## config.mk

```make
export PLATFORM = sky130hd
export DESIGN_NAME = femto_bus_fabric
export DESIGN_NICKNAME = d
export VERILOG_FILES = /design/src/rtl/femto_bus_fabric.sv
export SDC_FILE = /design/constraint.sdc
export NUM_CORES = 1
export LEC_CHECK = 0
export ABC_CLOCK_PERIOD_IN_PS = 2700
export CAP_MARGIN = 0
export CORE_AREA = 2 2 245 126
export CTS_CLUSTER_SIZE = 30
export DETAILED_ROUTE_END_ITERATION = 12
export DIE_AREA = 0 0 247 128
export PLACE_DENSITY_LB_ADDON = 0.12
export SYNTH_ARGS = -nofsm -noshare
export SYNTH_HDL_FRONTEND = slang
export SYNTH_SLANG_ARGS = --single-unit
```

## constraint.sdc

```tcl
create_clock -name clk -period 2.7 [get_ports clk]
set_input_delay 0.81 -clock clk [delete_from_list [all_inputs] [get_ports clk]]
set_output_delay 0.81 -clock clk [all_outputs]
set_load 0.03 [all_outputs]
```

## src/rtl/femto_bus_fabric.sv

```systemverilog
`timescale 1ns/1ps
// Table-driven page decoder and wait-state router between the FemtoRV32 memory port and N slaves,
// with a per-access timeout watchdog and sticky capture of timeouts and unmapped accesses.
module femto_bus_fabric #(
  parameter int unsigned              N_SLAVES            = 8,
  parameter logic [16*N_SLAVES-1:0]   SLAVE_PAGES         = {16'h0045, 16'h0044, 16'h0043, 16'h0042,
                                                             16'h0041, 16'h0040, 16'h0001, 16'h0000},
  parameter int unsigned              DEFAULT_SLAVE       = 0,
  parameter bit                       UNMAPPED_TO_DEFAULT = 1'b1,
  parameter int unsigned              TIMEOUT_CYCLES      = 1024,
  parameter logic [31:0]              ERR_DATA            = 32'hDEADBEEF
) (
  input  logic                      clk,
  input  logic                      rst_n,
  input  logic [31:0]               cpu_addr,
  input  logic                      cpu_rstrb,
  input  logic [3:0]                cpu_wmask,
  input  logic [31:0]               cpu_wdata,
  output logic [31:0]               cpu_rdata,
  output logic                      cpu_rbusy,
  output logic                      cpu_wbusy,
  output logic [31:0]               slv_wdata,
  output logic [N_SLAVES-1:0]       slv_rd,
  output logic [N_SLAVES-1:0]       slv_wr,
  input  logic [32*N_SLAVES-1:0]    slv_rdata,
  input  logic [N_SLAVES-1:0]       slv_rbusy,
  input  logic [N_SLAVES-1:0]       slv_wbusy,
  input  logic                      fault_clear,
  output logic                      fault_valid,
  output logic [31:0]               fault_addr,
  output logic                      fault_is_write,
  output logic [7:0]                fault_count
);

  localparam int unsigned IW = (N_SLAVES > 1) ? $clog2(N_SLAVES) : 1;
  localparam int unsigned CW = (TIMEOUT_CYCLES > 0) ? $clog2(TIMEOUT_CYCLES + 1) : 1;

  localparam logic [1:0] S_IDLE    = 2'd0;
  localparam logic [1:0] S_RD_WAIT = 2'd1;
  localparam logic [1:0] S_WR_WAIT = 2'd2;

  logic [1:0]    r_state;
  logic [CW-1:0] r_to_cnt;
  logic [IW-1:0] r_ridx;
  logic          r_err_rd;
  logic [31:0]   r_addr;
  logic          r_fault_valid;
  logic [31:0]   r_fault_addr;
  logic          r_fault_is_write;
  logic [7:0]    r_fault_count;

  logic          w_wr;
  logic          w_rd;
  logic          w_req;
  logic          w_idle;
  logic          w_hit_any;
  logic [IW-1:0] w_idx;
  logic          w_mapped;
  logic          w_accept;
  logic          w_unmapped;
  logic [31:0]   w_rdata_sel;
  logic          w_rbusy_sel;
  logic          w_wbusy_sel;
  logic          w_busy_sel;
  logic          w_to_hit;
  logic          w_timeout;
  logic          w_fault_ev;
  logic [31:0]   w_fault_addr;
  logic          w_fault_wr;

  assign w_wr   = |cpu_wmask;
  assign w_rd   = cpu_rstrb & ~w_wr;
  assign w_req  = w_rd | w_wr;
  assign w_idle = (r_state == S_IDLE);

  // Ascending scan with a found flag gives lowest-index priority on duplicate pages.
  always_comb begin
    w_hit_any = 1'b0;
    w_idx     = IW'(DEFAULT_SLAVE);
    for (int unsigned i = 0; i < N_SLAVES; i++) begin
      if (!w_hit_any && (cpu_addr[31:16] == SLAVE_PAGES[16*i +: 16])) begin
        w_hit_any = 1'b1;
        w_idx     = IW'(i);
      end
    end
  end

  assign w_mapped   = w_hit_any | UNMAPPED_TO_DEFAULT;
  assign w_accept   = w_idle & w_req & w_mapped;
  assign w_unmapped = w_idle & w_req & ~w_mapped;

  always_comb begin
    slv_rd = '0;
    slv_wr = '0;
    for (int unsigned i = 0; i < N_SLAVES; i++) begin
      slv_rd[i] = w_accept & w_rd & (w_idx == IW'(i));
      slv_wr[i] = w_accept & w_wr & (w_idx == IW'(i));
    end
  end

  always_comb begin
    w_rdata_sel = '0;
    w_rbusy_sel = 1'b0;
    w_wbusy_sel = 1'b0;
    for (int unsigned i = 0; i < N_SLAVES; i++) begin
      if (r_ridx == IW'(i)) begin
        w_rdata_sel = slv_rdata[32*i +: 32];
        w_rbusy_sel = slv_rbusy[i];
        w_wbusy_sel = slv_wbusy[i];
      end
    end
  end

  assign w_busy_sel = w_rbusy_sel | w_wbusy_sel;
  assign w_to_hit   = (r_to_cnt == CW'(TIMEOUT_CYCLES));
  assign w_timeout  = ~w_idle & w_to_hit;

  assign cpu_rbusy  = (r_state == S_RD_WAIT) & w_rbusy_sel & ~w_to_hit;
  assign cpu_wbusy  = (r_state == S_WR_WAIT) & w_wbusy_sel & ~w_to_hit;
  assign cpu_rdata  = r_err_rd ? ERR_DATA : w_rdata_sel;
  assign slv_wdata  = cpu_wdata;

  always_ff @(posedge clk or negedge rst_n) begin
    if (!rst_n) begin
      r_state  <= S_IDLE;
      r_to_cnt <= '0;
      r_ridx   <= IW'(DEFAULT_SLAVE);
      r_err_rd <= 1'b0;
      r_addr   <= '0;
    end else begin
      case (r_state)
        S_IDLE: begin
          if (w_accept) begin
            r_state  <= w_wr ? S_WR_WAIT : S_RD_WAIT;
            r_to_cnt <= '0;
            r_ridx   <= w_idx;
            r_addr   <= cpu_addr;
            if (w_rd) r_err_rd <= 1'b0;
          end else if (w_unmapped && w_rd) begin
            r_err_rd <= 1'b1;
          end
        end
        S_RD_WAIT, S_WR_WAIT: begin
          if (w_to_hit || !w_busy_sel) begin
            r_state <= S_IDLE;
          end else begin
            r_to_cnt <= r_to_cnt + 1'b1;
          end
          if (w_to_hit && (r_state == S_RD_WAIT)) r_err_rd <= 1'b1;
        end
        default: r_state <= S_IDLE;
      endcase
    end
  end

  assign w_fault_ev   = w_timeout | w_unmapped;
  assign w_fault_addr = w_timeout ? r_addr : cpu_addr;
  assign w_fault_wr   = w_timeout ? (r_state == S_WR_WAIT) : w_wr;

  // A same-cycle clear is folded into the capture so the new event starts a fresh record.
  always_ff @(posedge clk or negedge rst_n) begin
    if (!rst_n) begin
      r_fault_valid    <= 1'b0;
      r_fault_addr     <= '0;
      r_fault_is_write <= 1'b0;
      r_fault_count    <= '0;
    end else if (w_fault_ev) begin
      if (!r_fault_valid || fault_clear) begin
        r_fault_valid    <= 1'b1;
        r_fault_addr     <= w_fault_addr;
        r_fault_is_write <= w_fault_wr;
        r_fault_count    <= 8'd1;
      end else if (r_fault_count != 8'hFF) begin
        r_fault_count <= r_fault_count + 8'd1;
      end
    end else if (fault_clear) begin
      r_fault_valid    <= 1'b0;
      r_fault_addr     <= '0;
      r_fault_is_write <= 1'b0;
      r_fault_count    <= '0;
    end
  end

  assign fault_valid    = r_fault_valid;
  assign fault_addr     = r_fault_addr;
  assign fault_is_write = r_fault_is_write;
  assign fault_count    = r_fault_count;

endmodule

```

==> flow_metrics.py, run 1 <==
metrics = {
    "min_path": {
        "hp-class": "in -> async",
    },
    "yosys": {
        "ys_warn_count": 0,
        "synth-edff-count": 0,
        "synth_flop_cell": "dfrtp_1",
        "syn_inst": 723,
        "synth_nets": 1073,
        "synth_area_sq_um": 6700,
        "syn_avg_cell_area_sq_um": 9.26,
        "async_flop_share": 1.00,
        "synth_seq_cells": 91,
        "ys_types": 54,
        "ys_seq_area_frac": 0.340,
    },
    "die": {
        "fp.dieH_um": 128,
        "initial_core_util": 0.226,
        "die_width_um": 247,
        "core_sq_um": 29700,
        "dieArea_sq_um": 31600,
        "num_rows": 45,
        "ioPinCount": 468,
    },
    "layout": {
        "fillers": 2819,
        "areaGrowthSynthToFinish_pct": 105,
        "layout-drive-gt1-share": 0.374,
        "diodes": 0,
        "layout.nets": 1528,
    },
    "worst_setup_path": {
        "crit_path_max_fanout": 4,
        "critPathKind": "in -> out",
        "reg2reg_depth": 11,
        "crit_top_cell": "buf_6",
        "cp.buffers_inverters": 2,
        "slowest_stage": "or3_4",
        "cp.arrival_ns": 2.27,
        "crit_family": "simple AND/OR/NAND/NOR gates",
        "worst_path_largest_cell_delay_ns": 0.40,
        "reg2reg_setup_slack_ns": 0.16,
        "crit_path_end_kind": "output pin",
        "rr_startpoint": "r_ridx[0]",
        "required_ns": 1.89,
        "r2r-end": "r_to_cnt[5]",
        "crit_path_start_kind": "primary input",
        "worstPathCellList": "buf_6 > nor4_4 > and3_4 > nand2_4 > or3_4 > nor3_4 > buf_6",
    },
    "timing": {
        "fin_crit_sh": 1.14,
        "timing.final.ws_setup_ns": -0.378,
        "slew_headroom": 0.617,
        "hold_violations": 0,
        "clock_skew_ns": 0.00996,
        "finalSetupViolCount": 50,
        "slew_violations": 0,
        "min_period_ns": 3.08,
        "rsz0062_at_grt": "true",
        "max_clock_freq_mhz": 325,
        "tightest_slew_ns": 0.574,
    },
    "power_and_ir_drop": {
        "finalPower_w": 0.00600,
        "p_per_area_nw_per_um2": 437,
        "ir_worst_vdd_v": 0.000423,
        "leakagePower_nw": 5.41,
    },
    "clock_tree": {
        "clk_latency_ns": 0.36,
        "cts_made_buffers": 9,
        "clk_path_buf_depth": 2,
        "cts_root_buf": "clkbuf_16",
        "cts_tree": "built",
        "cts_hold_buf": 0,
        "htreeDepth": 3,
        "path_clk_slew_ns": 0.07,
        "cts_sinks": 91,
    },
    "global_routing": {
        "grt_max_degree": 42,
        "overflow": 0,
        "antenna_found_initial": 0,
        "grt_pass1_wl_mm": 49.5,
        "track_usage": 0.209,
        "grt_pass1_vias": 7798,
    },
    "detailed_routing": {
        "vias": 7715,
        "wl_per_cell_um": 21.6,
        "drt_wl_total_mm": 34.2,
        "routed_via_density": 4.88,
        "drt_iter0_drc": 398,
        "drc": 0,
        "drt_pass1_iterations": 4,
        "ant_nets": 0,
    },
    "status": {
        "status": "finished, violations left",
        "failed_checks": "setup timing",
    },
    "placed_design": {
        "post-place-ws_ns": -0.921,
        "routabilityCongestion": 0.807,
        "dp_hpwl_mm": 25.5,
        "portBuffers": 403,
    },
    "run": {
        "cap_violations": 0,
    },
}
## worst max-delay path by stage
| stage | start | to | slack [ns] | cells past startpoint |
|---|---|---|---|---|
| finish | cpu_addr[23] | slv_rd[6] | -0.38 | 7 |
| global route | cpu_addr[30] | slv_rd[6] | -0.42 | 7 |
| CTS | cpu_addr[23] | slv_wr[6] | -0.42 | 7 |
| detailed placement | slv_rdata[125] | cpu_rdata[29] | -0.92 | 6 |
| global placement | cpu_addr[25] | slv_rd[1] | -0.91 | 8 |
| floorplan | cpu_addr[26] | slv_rd[2] | -0.17 | 5 |
## power by group
group | internal, W | switching, W | leakage, nW
Sequential | 0.00164 | 0.000148 | 1.19
Clock | 0.000640 | 0.000601 | 0.142
Combinational | 0.00152 | 0.00144 | 4.08
Total | 0.00381 | 0.00219 | 5.41
## repair_timing
item,CTS,global route
resized for setup,368,73
hold endpoints to repair,0,0
cloned,9,2
pin swaps,81,63
buffers inserted,22,13
endpoints found under the setup margin,57,59
## cells in the mapped netlist (3+ instances only)
cell type,number,area share
or4_1,7,0.0078
and3_1,9,0.0084
mux2i_1,28,0.042
nand2b_1,12,0.011
inv_1,11,0.0062
a21oi_1,32,0.024
o21ai_0,69,0.052
mux4_2,11,0.037
nor3_1,16,0.012
a31oi_1,3,0.0028
nor2b_1,6,0.0056
a22o_1,57,0.075
clkbuf_1,42,0.024
nor4_1,9,0.0084
buf_2,11,0.0082
a22oi_1,10,0.011
buf_4,32,0.036
nand2_1,51,0.029
ha_1,6,0.011
o22ai_1,9,0.0084
dfrtp_1,91,0.34
a21o_1,16,0.018
a221oi_1,29,0.038
mux2_2,50,0.084
buf_1,5,0.0028
o211ai_1,16,0.018
o31ai_1,4,0.0045
o22a_1,7,0.0092
nor2_1,27,0.015
nand3_1,13,0.0097
nand4_1,3,0.0028
## cell families after synthesis
logic type | share of synthesized area
adder cells (fa/ha/maj) | 0.0127
flip-flops | 0.340
multiplexers | 0.163
buffers and inverters | 0.0811
AND/OR/NAND/NOR | 0.119
XOR/XNOR | 0.00523
AO/OA/AOI/OAI | 0.279
## cells in the final DEF, fill, tap and decap left out, drive strengths merged, types with 3 or more instances in the layout
cell / count
clkdlybuf4s50: 287
buf: 193
dfrtp: 91
o21ai: 70
a22o: 57
nand2: 51
mux2: 50
dlygate4sd2: 49
a21oi: 32
a221oi: 29
mux2i: 28
nor2: 27
o211ai: 16
a21o: 16
inv: 16
nor3: 16
nand3: 13
nand2b: 12
clkbuf: 12
a22oi: 11
mux4: 11
o22ai: 9
nor4: 9
and3: 9
o22a: 7
or4: 7
ha: 6
nor2b: 6
o31ai: 5
nand4: 3
a31oi: 3
clkinv: 3
## state kept, by name, indices dropped and copies added (netlist names)
signal,cells
fault_addr,32
fault_count,8
fault_is_write,1
fault_valid,1
r_addr,32
r_err_rd,1
r_ridx,3
r_state,2
r_to_cnt,11
## worst register-to-register path, delay by kind of cell (launching register included)
kind                   cells  cell delay [ns]
and+or+nand+nor            3             0.84
DFF                        1             0.46
buffers and inverters      5             0.77
AOI/OAI and AO/OA          3             0.39
## metrics by stage
step	hold slack (ns)	cells	cell area [sq um]	setup TNS (ns)	utilization
after CTS	0.455	1571	13300	-14.20	0.448
after global routing	0.480	1582	13700	-16.70	0.462
after global placement	0.465	1525	11900	-43.08	0.400
after floorplan	0.451	723	6990	-1.44	-
final	0.442	1582	13700	-12.81	0.462
after detailed placement	0.472	1525	11900	-41.89	0.400
## cell type report
class / count / area [sq um] / area share
timing repair buffer: 536 / 5620 / 0.410
multi-input combinational: 527 / 4970 / 0.362
sequential: 91 / 2280 / 0.166
tap: 399 / 499 / 0.0364
clock buffer: 9 / 225 / 0.0164
inverter: 13 / 60.1 / 0.00438
clock inverter: 7 / 56.3 / 0.00410
## metal layers
metal / part of all wire / global-route usage
met4: 0.0079 / 0.0322
met3: 0.047 / 0.0425
met5: 0 / 0
met1: 0.50 / 0.309
met2: 0.45 / 0.316
(Power assumes the default switching activity.)
==> run 2: changes to the inputs <==
- PLACE_DENSITY: default -> 0.56
- PLACE_DENSITY_LB_ADDON: 0.12 -> default
==> run 2 against run 1 <==
Against the previous run:
- the flow still finishes with violations (setup timing)
- first-iteration DRC count grew 11%
- clock skew grew 0.0015 ns
- fmax shrank 3.8%
- core utilization shrank 0.45 points
- worst setup slack lost 0.12 ns
- sequential power grew 2%
- wire length grew 0.59%
- critical path type unchanged
==> flow_metrics.py, run 2 (synthesized netlist as in run 1, its figures left out) <==
metrics = {
    "status": {
        "status": "finished, violations left",
        "failed_checks": "setup timing",
    },
    "timing": {
        "finalSetupTns_ns": -13.11,
        "whs_ns": 0.395,
        "clock_skew_ns": 0.0114,
        "min_period_ns": 3.20,
        "hold_violations": 0,
        "rsz0062_at_grt": "true",
        "max_clock_freq_mhz": 313,
        "slew_violations": 0,
        "tightest_slew_ns": 0.685,
        "finalSetupViolCount": 50,
        "fin_crit_sh": 1.18,
        "slew_headroom": 0.542,
        "timing.final.ws_setup_ns": -0.498,
    },
    "clock_tree": {
        "clk_path_buf_depth": 2,
        "clk_latency_ns": 0.37,
        "path_clk_slew_ns": 0.07,
        "htreeDepth": 3,
        "cts_hold_buf": 0,
        "cts_tree": "built",
        "cts_made_buffers": 9,
        "cts_root_buf": "clkbuf_16",
        "cts_sinks": 91,
    },
    "detailed_routing": {
        "drt_pass1_iterations": 4,
        "wl_per_cell_um": 21.8,
        "vias": 7831,
        "drt_wl_total_mm": 34.4,
        "drc": 0,
        "routed_via_density": 4.96,
        "drt_iter0_drc": 442,
        "ant_nets": 0,
    },
    "die": {
        "dieArea_sq_um": 31600,
        "die_width_um": 247,
        "ioPinCount": 468,
        "core_sq_um": 29700,
        "initial_core_util": 0.226,
        "fp.dieH_um": 128,
        "num_rows": 45,
    },
    "power_and_ir_drop": {
        "finalPower_w": 0.00612,
        "leakagePower_nw": 5.39,
        "ir_worst_vdd_v": 0.000370,
        "p_per_area_nw_per_um2": 450,
    },
    "layout": {
        "diodes": 0,
        "areaGrowthSynthToFinish_pct": 103,
        "multi_input_area_sq_um": 4930,
        "seqCellArea_sq_um": 2280,
        "layout.nets": 1526,
        "layout-drive-gt1-share": 0.379,
        "fillers": 2830,
        "finish.utilization": 0.458,
        "layout_commonest_cell": "clkdlybuf4s50_1",
        "final_cell_mix": "clkdlybuf4s50_1 (271), dfrtp_1 (87), buf_4 (84)",
    },
    "worst_setup_path": {
        "cp.buffers_inverters": 4,
        "crit_path_start_kind": "primary input",
        "crit_path_max_fanout": 3,
        "crit_top_cell": "buf_12",
        "reg2reg_depth": 15,
        "worst_path_largest_cell_delay_ns": 0.30,
        "cp-startpoint": "cpu_addr[29]",
        "path_depth": 9,
        "required_ns": 1.89,
        "r2r-end": "r_to_cnt[2]",
        "crit_family": "simple AND/OR/NAND/NOR gates",
        "cp-endpoint": "slv_rd[1]",
        "worstPathCellList": "buf_8 > nor4_4 > buf_4 > and3_4 > nand2_4 > a211o_4 > buf_12 > nor3_4 > buf_12",
        "rr_startpoint": "r_ridx[0]",
        "critPathKind": "in -> out",
        "cp.arrival_ns": 2.39,
        "crit_path_end_kind": "output pin",
        "slowest_stage": "a211o_4",
        "reg2reg_setup_slack_ns": 0.10,
    },
    "global_routing": {
        "antenna_found_initial": 1,
        "track_usage": 0.212,
        "grt_max_degree": 41,
        "grt_pass1_vias": 7900,
        "grt_pass1_wl_mm": 50.2,
        "overflow": 0,
    },
    "min_path": {
        "hp-class": "in -> async",
    },
    "placed_design": {
        "post-place-ws_ns": -0.934,
        "portBuffers": 403,
        "routabilityCongestion": 0.919,
        "dp_hpwl_mm": 26.7,
    },
    "run": {
        "cap_violations": 0,
    },
}
## run 2: cell count changes in the layout (fill, tap and decap cells not counted), sizes merged, moves of 2 or more
cell / delta
buf: -3
clkdlybuf4s50: -16
clkinv: -3
clkdlybuf4s15: +28
dlygate4sd2: -10
bufbuf: -2
clkinvlp: +2
## run 2: cell type report
| class | instances | share of cell area |
|---|---|---|
| clock inverters | 6 | 0.00525 |
| multi-input cells | 527 | 0.363 |
| well taps | 399 | 0.0367 |
| repair buffers | 534 | 0.406 |
| clock buffers | 10 | 0.0169 |
| flip-flops and latches | 91 | 0.168 |
| inverters | 13 | 0.00387 |
## run 2: what timing repair did
| item | in CTS | in global routing |
|---|---|---|
| pin swaps | 94 | 55 |
| cloned | 3 | 1 |
| gates resized for setup | 379 | 77 |
| buffers inserted | 38 | 7 |
| setup endpoints to repair | 51 | 93 |
## run 2: where the power goes
group | switching [W] | internal (W) | total, W
sequential | 0.000188 | 0.00165 | 0.00183
clock | 0.000608 | 0.000729 | 0.00134
combinational | 0.00145 | 0.00150 | 0.00295
## run 2: how the worst min path moves through the flow
stage                from              to  depth (start not counted)
3_5_place_dp   r_addr[27]  fault_addr[27]                          1
5_1_grt             rst_n      r_addr[23]                          1
2_1_floorplan  r_addr[18]      r_addr[18]                          2
4_1_cts             rst_n      r_addr[23]                          1
3_3_place_gp   r_addr[12]  fault_addr[12]                          1
6_report            rst_n      r_addr[23]                          1
## run 2: per-layer routing
| layer | vias up | wire (um) | GRT usage |
|---|---|---|---|
| met1 | 3889 | 16500 | 0.310 |
| met3 | 22 | 2550 | 0.0728 |
| met2 | 249 | 15000 | 0.305 |
| li1 | 3669 | - | - |
| met4 | 2 | 277 | 0.0269 |
| met5 | - | 12 | 0 |
## run 2: worst reg2reg max path: stages, from the launching register on
cell and delay (ns):
dfrtp_2 0.43, buf_12 0.14, inv_2 0.11, buf_6 0.17, buf_16 0.18, buf_4 0.15, a22oi_2 0.05, a21oi_2 0.16
buf_4 0.13, buf_6 0.08, buf_6 0.09, o31ai_4 0.07, buf_6 0.14, buf_4 0.12, or4_1 0.46, nand3_1 0.08
## run 2: stage by stage
step                area [sq um]  cells
finish                     13600   1580
global route               13600   1580
CTS                        13300   1576
detailed placement         11900   1523
global placement           11900   1523
floorplan                   6990    723
==> run 3: changes to the inputs <==
- CTS_CLUSTER_SIZE: 30 -> 28
==> results of run 3 <==
Same layout as run 2: the final DEF is identical, and so are final timing and power.
